`config.mk`:
```
export PLATFORM = sky130hd
export DESIGN_NAME = int4_x2_dot_unpack
export DESIGN_NICKNAME = d
export VERILOG_FILES = /design/src/rtl/cnn_int4_pkg.sv /design/src/rtl/int4_x2_unpack.sv /design/src/rtl/int4_x2_dot_unpack.sv
export SDC_FILE = /design/constraint.sdc
export NUM_CORES = 1
export LEC_CHECK = 0
export BUFFER_PORTS_ARGS = -buffer_cell sky130_fd_sc_hd__buf_4
export CAP_MARGIN = 0
export CORE_MARGIN = 10
export CORE_UTILIZATION = 35
export CTS_CLUSTER_SIZE = 24
export DETAILED_ROUTE_END_ITERATION = 8
export PLACE_DENSITY = 0.5
export SYNTH_ARGS = -nofsm -noshare
export SYNTH_HDL_FRONTEND = slang
export SYNTH_SLANG_ARGS = --single-unit
```
`constraint.sdc`:
```
create_clock -name clk -period 4.7 [get_ports clk]
set_input_delay 0.47 -clock clk [delete_from_list [all_inputs] [get_ports clk]]
set_output_delay 0.47 -clock clk [all_outputs]
set_load 0.05 [all_outputs]
```
`src/rtl/cnn_int4_pkg.sv`:
```
// Shared constants and the borrow-corrected split for the dual-int4 packed multiplier.
// A packed product (a*4096 + b)*c carries b*c in the low 12 bits and a*c in the high bits.
package cnn_int4_pkg;

    localparam int PACK_SHIFT = 12;
    localparam int PACK_W     = 24;
    localparam int LANE_W     = 12;

    typedef struct packed {
        logic signed [LANE_W-1:0] hi;
        logic signed [LANE_W-1:0] lo;
    } lanes_t;

    // A negative low lane borrows one from the high lane; adding lo's sign bit restores it.
    function automatic lanes_t unpack_hi_lo(input logic [PACK_W-1:0] p);
        lanes_t           r;
        logic [LANE_W:0]  hi_wide;
        hi_wide = {p[PACK_W-1], p[PACK_W-1:PACK_SHIFT]}
                + {{LANE_W{1'b0}}, p[PACK_SHIFT-1]};
        r.hi = hi_wide[LANE_W-1:0];
        r.lo = p[LANE_W-1:0];
        return r;
    endfunction

endpackage

```
`src/rtl/int4_x2_unpack.sv`:
```
// Combinational split of one packed product into the signed partial products a*c (hi) and b*c (lo).
module int4_x2_unpack
    import cnn_int4_pkg::*;
(
    input  logic [PACK_W-1:0]        p_i,
    output logic signed [LANE_W-1:0] hi_o,
    output logic signed [LANE_W-1:0] lo_o
);

    lanes_t lanes;

    assign lanes = unpack_hi_lo(p_i);
    assign hi_o  = lanes.hi;
    assign lo_o  = lanes.lo;

endmodule

```
`src/rtl/int4_x2_dot_unpack.sv`:
```
// Two-lane dot-product accumulator behind the packed int4 multiplier.
// valid/ready: a transfer happens on a rising edge where valid & ready; ready never depends on valid.
module int4_x2_dot_unpack
    import cnn_int4_pkg::*;
#(
    parameter int ACC_W = 20,
    parameter int LEN_W = 16
) (
    input  logic                    clk,
    input  logic                    rst,
    input  logic                    in_valid,
    output logic                    in_ready,
    input  logic [PACK_W-1:0]       in_p,
    input  logic                    in_last,
    output logic                    out_valid,
    input  logic                    out_ready,
    output logic signed [ACC_W-1:0] out_ac,
    output logic signed [ACC_W-1:0] out_bc,
    output logic [LEN_W-1:0]        out_len,
    output logic                    out_ovf
);

    logic signed [LANE_W-1:0] hi, lo;
    logic signed [ACC_W-1:0]  term_ac, term_bc, sum_ac, sum_bc;
    logic                     ovf_ac, ovf_bc, accept;
    logic [LEN_W-1:0]         len_inc;

    logic signed [ACC_W-1:0]  acc_ac_q, acc_ac_d, acc_bc_q, acc_bc_d;
    logic [LEN_W-1:0]         len_q, len_d;
    logic                     ovf_q, ovf_d;
    logic signed [ACC_W-1:0]  out_ac_q, out_ac_d, out_bc_q, out_bc_d;
    logic [LEN_W-1:0]         out_len_q, out_len_d;
    logic                     out_ovf_q, out_ovf_d, out_valid_q, out_valid_d;

    int4_x2_unpack u_unpack (
        .p_i  (in_p),
        .hi_o (hi),
        .lo_o (lo)
    );

    assign term_ac = ACC_W'(hi);
    assign term_bc = ACC_W'(lo);
    assign sum_ac  = acc_ac_q + term_ac;
    assign sum_bc  = acc_bc_q + term_bc;

    // Signed overflow: operands agree in sign but the wrapped sum does not.
    assign ovf_ac  = (acc_ac_q[ACC_W-1] == term_ac[ACC_W-1]) && (sum_ac[ACC_W-1] != acc_ac_q[ACC_W-1]);
    assign ovf_bc  = (acc_bc_q[ACC_W-1] == term_bc[ACC_W-1]) && (sum_bc[ACC_W-1] != acc_bc_q[ACC_W-1]);
    assign len_inc = (&len_q) ? len_q : len_q + LEN_W'(1);

    assign in_ready = !(out_valid_q && !out_ready);
    assign accept   = in_valid && in_ready;

    always_comb begin
        acc_ac_d    = acc_ac_q;
        acc_bc_d    = acc_bc_q;
        len_d       = len_q;
        ovf_d       = ovf_q;
        out_ac_d    = out_ac_q;
        out_bc_d    = out_bc_q;
        out_len_d   = out_len_q;
        out_ovf_d   = out_ovf_q;
        out_valid_d = out_valid_q;

        if (out_valid_q && out_ready) begin
            out_valid_d = 1'b0;
        end

        if (accept) begin
            if (in_last) begin
                // Result takes this beat; accumulators restart so the next vector needs no bubble.
                out_ac_d    = sum_ac;
                out_bc_d    = sum_bc;
                out_len_d   = len_inc;
                out_ovf_d   = ovf_q || ovf_ac || ovf_bc;
                out_valid_d = 1'b1;
                acc_ac_d    = '0;
                acc_bc_d    = '0;
                len_d       = '0;
                ovf_d       = 1'b0;
            end else begin
                acc_ac_d = sum_ac;
                acc_bc_d = sum_bc;
                len_d    = len_inc;
                ovf_d    = ovf_q || ovf_ac || ovf_bc;
            end
        end
    end

    always_ff @(posedge clk or posedge rst) begin
        if (rst) begin
            acc_ac_q    <= '0;
            acc_bc_q    <= '0;
            len_q       <= '0;
            ovf_q       <= 1'b0;
            out_ac_q    <= '0;
            out_bc_q    <= '0;
            out_len_q   <= '0;
            out_ovf_q   <= 1'b0;
            out_valid_q <= 1'b0;
        end else begin
            acc_ac_q    <= acc_ac_d;
            acc_bc_q    <= acc_bc_d;
            len_q       <= len_d;
            ovf_q       <= ovf_d;
            out_ac_q    <= out_ac_d;
            out_bc_q    <= out_bc_d;
            out_len_q   <= out_len_d;
            out_ovf_q   <= out_ovf_d;
            out_valid_q <= out_valid_d;
        end
    end

    assign out_valid = out_valid_q;
    assign out_ac    = out_ac_q;
    assign out_bc    = out_bc_q;
    assign out_len   = out_len_q;
    assign out_ovf   = out_ovf_q;

endmodule

```
==> metrics, run 1 <==
status completed; Root Driver clkbuf_16; Slew HR 46.8%; vias in the first global route 5731; # rows 50; Routed WL 17.3 mm; Post-CTS Resized 0; WP data arrival 3.78 ns; Post-CTS Setup Bufs 0; Syn Nets 816; crit-path cells buf_4 -> ha_1 -> ha_1 -> nand2_1 -> nor2_1 -> xor2_1 -> ha_1 -> a21oi_1 -> o211ai_1 -> a41oi_1 -> o211ai_2 -> a21boi_0 -> xor3_4 -> o21ai_1; Cell variety after synth 59; Worst Setup Start Kind primary input; leading cell type in the layout, fill and taps excluded nand2_1; critical path fanouts, max 14; CP max stage delay 0.46 ns; Pwr Density 692 nW/um^2; final cell count without fillers 1093; TritonCTS clock tree built; Critical Path End Type flip-flop; global route overflow 0; initial antenna violation count 0; RSZ-0062 raised after global routing no; clk_lat worst skew 0.42 ns; antenna-violating nets left 0; vias per cell 5.12; CP max-delay cell a41oi_1; Final Util 44.3%; most used cell, CP ha_1; Ports 88; setup violators final 0; Max VDD drop 0.336 mV; gr usage total 14.0%; DR vias 5591; Final Critical Period 3.45 ns; FF+latch area 2880 sq um; GP Congestion 0.934; Leakage 3.87 nW; share of cells above drive strength 1 17.9%; Layout Skew 0.00645 ns; drt wl/cell 15.9 microns; CTS clk-pin slew, worst paths 0.06 ns; area of the core 18900 sq um; P&R area growth vs syn 23.0%; Syn Area/Cell 9.16 sq um; Synth area leader dfrtp_1; DR iter-0 viols 288; Die X 159 microns; setup TNS 0 ns; CTS Hold Buffers Added 0; drt first pass iters 4; die area 25400 sq um; final hold vios 0; Final period util 73.3%; Slew Limit Fails 0; Post-synth top flop dfrtp_1; max-cap viol count 0; WS Path Type in2reg; most frequent cells in the layout nand2_1 (128), dfrtp_1 (115), buf_4 (94), o21ai_0 (83), ha_1 (42); Multi-input gate area 3710 sq um; Worst-Margin Slew 0.798 ns; Hold Crit Class in2async; Die Y 159 microns; fill cell count 1870; top post-synthesis cells by area dfrtp_1 (42%), ha_1 (7.7%), nand2_1 (7.2%); CP top delay family compound AO/OA/AOI/OAI gates; Synth Instances 743; Syn. warnings 0; Port-buffer cells 87; CTS H-tree lvls 4; placed cells 1061; CTS Buf Count 17; flops & latches, synth 115; Final HPWL DP 12.7 mm; Buf+Inv Stages, Crit Path 1; overall power 5.80 mW; pin count of the biggest net entering global routing 76; Starting Density 36.0%; CTS max path bufs 2; Req. time, crit path 5.04 ns; Post-Syn Area 6800 sq um; fmax 290 MHz; Synth top area share 42.3%; CTS Sinks 115; global-route wire length before repair 29.5 mm; sequential fraction of the synthesis area 42.3%; Ant. Diodes 0; asr flop ratio synth 100%; # DRC 0; nets 893; EDFF count, synth 0
==> path summary, 6_finish.rpt <==
kind                       slack, ns         from  cells past startpoint      endpoint
hold / removal                  0.10          rst                      2     out_bc[4]
setup / recovery                1.25     in_p[11]                     14    out_ac[19]
setup reg to reg                1.91  acc_ac_q[0]                     10    out_ac[14]
hold reg to reg                 0.47   out_len[2]                      2    out_len[2]
min in group clk                0.41      in_p[0]                      4     out_bc[0]
max in group asynchronous       3.58          rst                      3  acc_ac_q[12]
==> layout make-up <==
cell class                      instances  share of cell area, %
Clock buffer                           19                   5.17
Clock inverter                         13                   2.77
Inverter                               22                   1.02
Multi-Input combinational cell        570                   44.3
Sequential cell                       115                   34.4
Tap cell                              260                   3.89
Timing Repair Buffer                   94                   8.43
==> registers in the layout (all words and copies together) (netlist names) <==
| signal | flops |
|---|---|
| out_len | 16 |
| out_ovf | 1 |
| out_valid | 1 |
| acc_bc_q | 20 |
| ovf_q | 1 |
| out_ac | 20 |
| acc_ac_q | 20 |
| out_bc | 20 |
| len_q | 16 |
==> metal layers <==
metal,wire length (microns),GRT usage [%],vias to the layer above
met3,567,3.02,23
met5,0,0,-
met4,354,5.35,0
met2,8330,23.2,106
met1,8080,17.5,2665
li1,-,-,2797
==> where the power goes <==
part           switching, mW  internal [mW]  leakage [nW]
Combinational           1.76          0.994          2.08
Sequential             0.233           1.34          1.48
Clock                  0.474          0.994         0.318
Total                   2.46           3.33          3.87
==> cell usage after synthesis (all sizes together), types with 14 or more instances <==
cell	n
a22o	14
xor2	24
nand3	20
xnor2	28
inv	22
nor2	40
o21ai	85
dfrtp	115
clkbuf	33
ha	42
nand2	130
a21oi	33
==> kinds of logic after synthesis <==
kind of cell,Yosys count,synth area share (%)
AND/OR/NAND/NOR,251,17.0
AO/OA/AOI/OAI,202,18.7
flip-flops,115,42.3
buffers and inverters,58,3.25
XOR/XNOR,54,7.54
adder cells (fa/ha/maj),44,8.31
multiplexers,19,2.96
==> per-stage QoR <==
step / instance area (sq um) / hold slack, ns / setup slack, ns
floorplan: 6800 / 0.453 / 1.19
global placement: 7710 / 0.462 / 0.929
detailed placement: 7710 / 0.468 / 0.842
CTS: 8370 / 0.106 / 1.27
global route: 8370 / 0.132 / 0.919
finish: 8370 / 0.103 / 1.25
No activity file was read; power rests on OpenSTA's default activity.
==> run 2, diff against run 1 <==
Settings changed: ABC_AREA set to 1, PLACE_DENSITY 0.5 to 0.52.
Clock period 4.7 ns to 2.9 ns, I/O delays scaled along.
==> metrics, run 2 <==
Max VDD drop 0.488 mV (was 0.336 mV); Synth Instances 951 (was 743); Post-CTS Resized 0 (unchanged); count leader, synth nand2_1 (unchanged); CTS clk-pin slew, worst paths 0.05 ns (was 0.06 ns); hold_sp out_ready; status completed (unchanged); Die Y 162 microns (was 159 microns); CP startpoint in_p[11] (unchanged); EDFF count, synth 0 (unchanged); final cell count without fillers 1343 (was 1093); die area 26300 sq um (was 25400 sq um); Cell variety after synth 39 (was 59); share of cells above drive strength 1 15.8% (was 17.9%); initial antenna violation count 0 (unchanged); CTS max path bufs 2 (unchanged); cells on worst reg2reg path 9 (was 10); drt first pass iters 5 (was 4); GP Congestion 0.889 (was 0.934); vias per cell 4.82 (was 5.12); Starting Density 35.9% (was 36.0%); CP endpoint out_ac[13] (was out_ac[19]); top post-synthesis cells by area dfrtp_1 (41%), nand2_1 (18%), ha_1 (7.4%) (was dfrtp_1 (42%), ha_1 (7.7%), nand2_1 (7.2%)); drt wl/cell 14.7 microns (was 15.9 microns); Final period util 84.6%; Synth top area share 40.6% (was 42.3%); flops & latches, synth 115 (unchanged); Layout Skew 0.00863 ns (was 0.00645 ns); placed cell areas 8210 sq um (was 7710 sq um); Synth area leader dfrtp_1 (unchanged); CTS Sinks 115 (unchanged); RSZ-0062 raised after global routing no (unchanged); area of the core 19700 sq um (was 18900 sq um); design area 8870 sq um (was 8370 sq um); fmax 408 MHz; Critical Path End Type flip-flop (unchanged); Pwr Density 1020 nW/um^2 (was 692 nW/um^2); Hold Crit Class in2reg (was in2async); Final Critical Period 2.45 ns; Ant. Diodes 0 (unchanged); Root Driver clkbuf_16 (unchanged); clk_lat worst skew 0.42 ns (about the same); antenna-violating nets left 0 (unchanged); Final HPWL DP 14.7 mm (was 12.7 mm); WS Path Type in2reg (unchanged); Worst Setup Start Kind primary input (unchanged); gr usage total 15.5% (was 14.0%); Routed WL 19.7 mm (was 17.3 mm); asr flop ratio synth 100% (unchanged); Syn. warnings 0 (unchanged); Min-Delay Path Depth 4; sequential fraction of the synthesis area 40.6% (was 42.3%); Syn Area/Cell 7.45 sq um (was 9.16 sq um); Syn Nets 1024 (was 816); Post-synth top flop dfrtp_1 (unchanged); CTS Buf Count 17 (unchanged); DR iter-0 viols 349 (was 288); pin count of the biggest net entering global routing 82 (was 76); Slew HR 46.8% (about the same); reg2reg setup slack 0.63 ns (was 1.91 ns); Leakage 4.70 nW (was 3.87 nW); Post-Syn Area 7090 sq um (was 6800 sq um); Port-buffer cells 87 (unchanged); DR vias 6473 (was 5591); Worst-Margin Slew 0.797 ns (was 0.798 ns); critical path fanouts, max 3 (was 14); most frequent cells in the layout nand2_1 (344), dfrtp_1 (115), buf_4 (115), inv_1 (87), nand3_1 (68) (was nand2_1 (128), dfrtp_1 (115), buf_4 (94), o21ai_0 (83), ha_1 (42)); worst r2r dst out_ac[8] (was out_ac[14]); Ports 88 (unchanged); P&R area growth vs syn 25.1% (was 23.0%); Req. time, crit path 3.21 ns (was 5.04 ns); nets 1138 (was 893); final hold vios 0 (unchanged); # DRC 0 (unchanged); leading cell type in the layout, fill and taps excluded nand2_1 (unchanged); max-cap viol count 0 (unchanged); TritonCTS clock tree built (unchanged); placed cells 1310 (was 1061); setup violators final 0 (unchanged); CTS H-tree lvls 4 (unchanged); Final Util 45.0% (was 44.3%); Die X 162 microns (was 159 microns); global-route wire length before repair 33.3 mm (was 29.5 mm); commonest cells in the netlist nand2_1 (344), dfrtp_1 (115), inv_1 (88), nand3_1 (68), o21ai_0 (50) (was nand2_1 (130), dfrtp_1 (115), o21ai_0 (83), ha_1 (42), nor2_1 (40)); RR Startpoint acc_ac_q[0] (unchanged); vias in the first global route 6558 (was 5731); WP data arrival 2.76 ns (was 3.78 ns); global route overflow 0 (unchanged); Slew Limit Fails 0 (unchanged); # rows 51 (was 50)
[run 2: layout make-up]
class                   instances  area (sq um)
clock buffers                  23           468
clock inverters                 9           176
flip-flops and latches        115          2880
fillers                      2017         10900
well taps                     265           332
inverters                      92           349
multi-input cells             722          3770
repair buffers                117           893
[run 2: per-stage QoR]
step	hold slack [ns]	setup TNS (ns)	worst slack [ns]	power, mW
floorplan	0.450	0	0.349	5.37
global placement	0.400	0	0.00418	6.71
detailed placement	0.396	-0.0280	-0.0120	6.72
CTS	0.156	0	0.441	9.12
global route	0.219	0	0.0641	9.70
finish	0.173	0	0.446	9.02
[run 2: cell families after synthesis]
kind of cell | count (synthesis) | share of synthesized area [%]
compound gates | 127 | 9.99
xor+xnor | 36 | 4.45
fa+ha+maj | 44 | 7.98
buf+inv | 114 | 6.18
flops | 115 | 40.6
simple gates | 515 | 30.8
[run 2: critical path: stages]
cell and delay (ns):
buf_4 0.10, ha_1 0.18, ha_1 0.18, nand2_1 0.10, nor4_1 0.28, nand2_1 0.10
xor2_1 0.14, inv_1 0.06, ha_1 0.30, nand2_1 0.12, nor2_1 0.07, and2_1 0.16
nand2_1 0.07, nand3_2 0.10, nand2_1 0.08, nand2_1 0.06, or2_1 0.22, nand3_1 0.07
nand2_1 0.06
[run 2: metal layers]
metal | part of all wire, % | GRT usage, %
met5 | 0 | 0
met1 | 50 | 21.0
met4 | 1.5 | 5.17
met3 | 4.3 | 3.13
met2 | 44 | 24.0
[run 2: what timing repair did]
action / in CTS / in global routing
setup endpoints to repair: 0 / 0
buffers inserted: 0 / 0
hold endpoints to repair: 23 / 0
hold buffers: 1 / 0
[run 2: worst min path at each step]
stage	end	slack, ns
finish	out_valid	0.17
global route	out_valid	0.22
CTS	out_valid	0.16
detailed placement	acc_bc_q[12]	0.40
global placement	acc_bc_q[13]	0.40
floorplan	ovf_q	0.45
[run 2: power breakdown]
part | internal [mW] | switching, mW | leakage, nW
Clock | 1.57 | 0.769 | 0.311
Combinational | 1.43 | 2.85 | 2.90
Sequential | 2.09 | 0.312 | 1.49
Total | 5.09 | 3.93 | 4.70
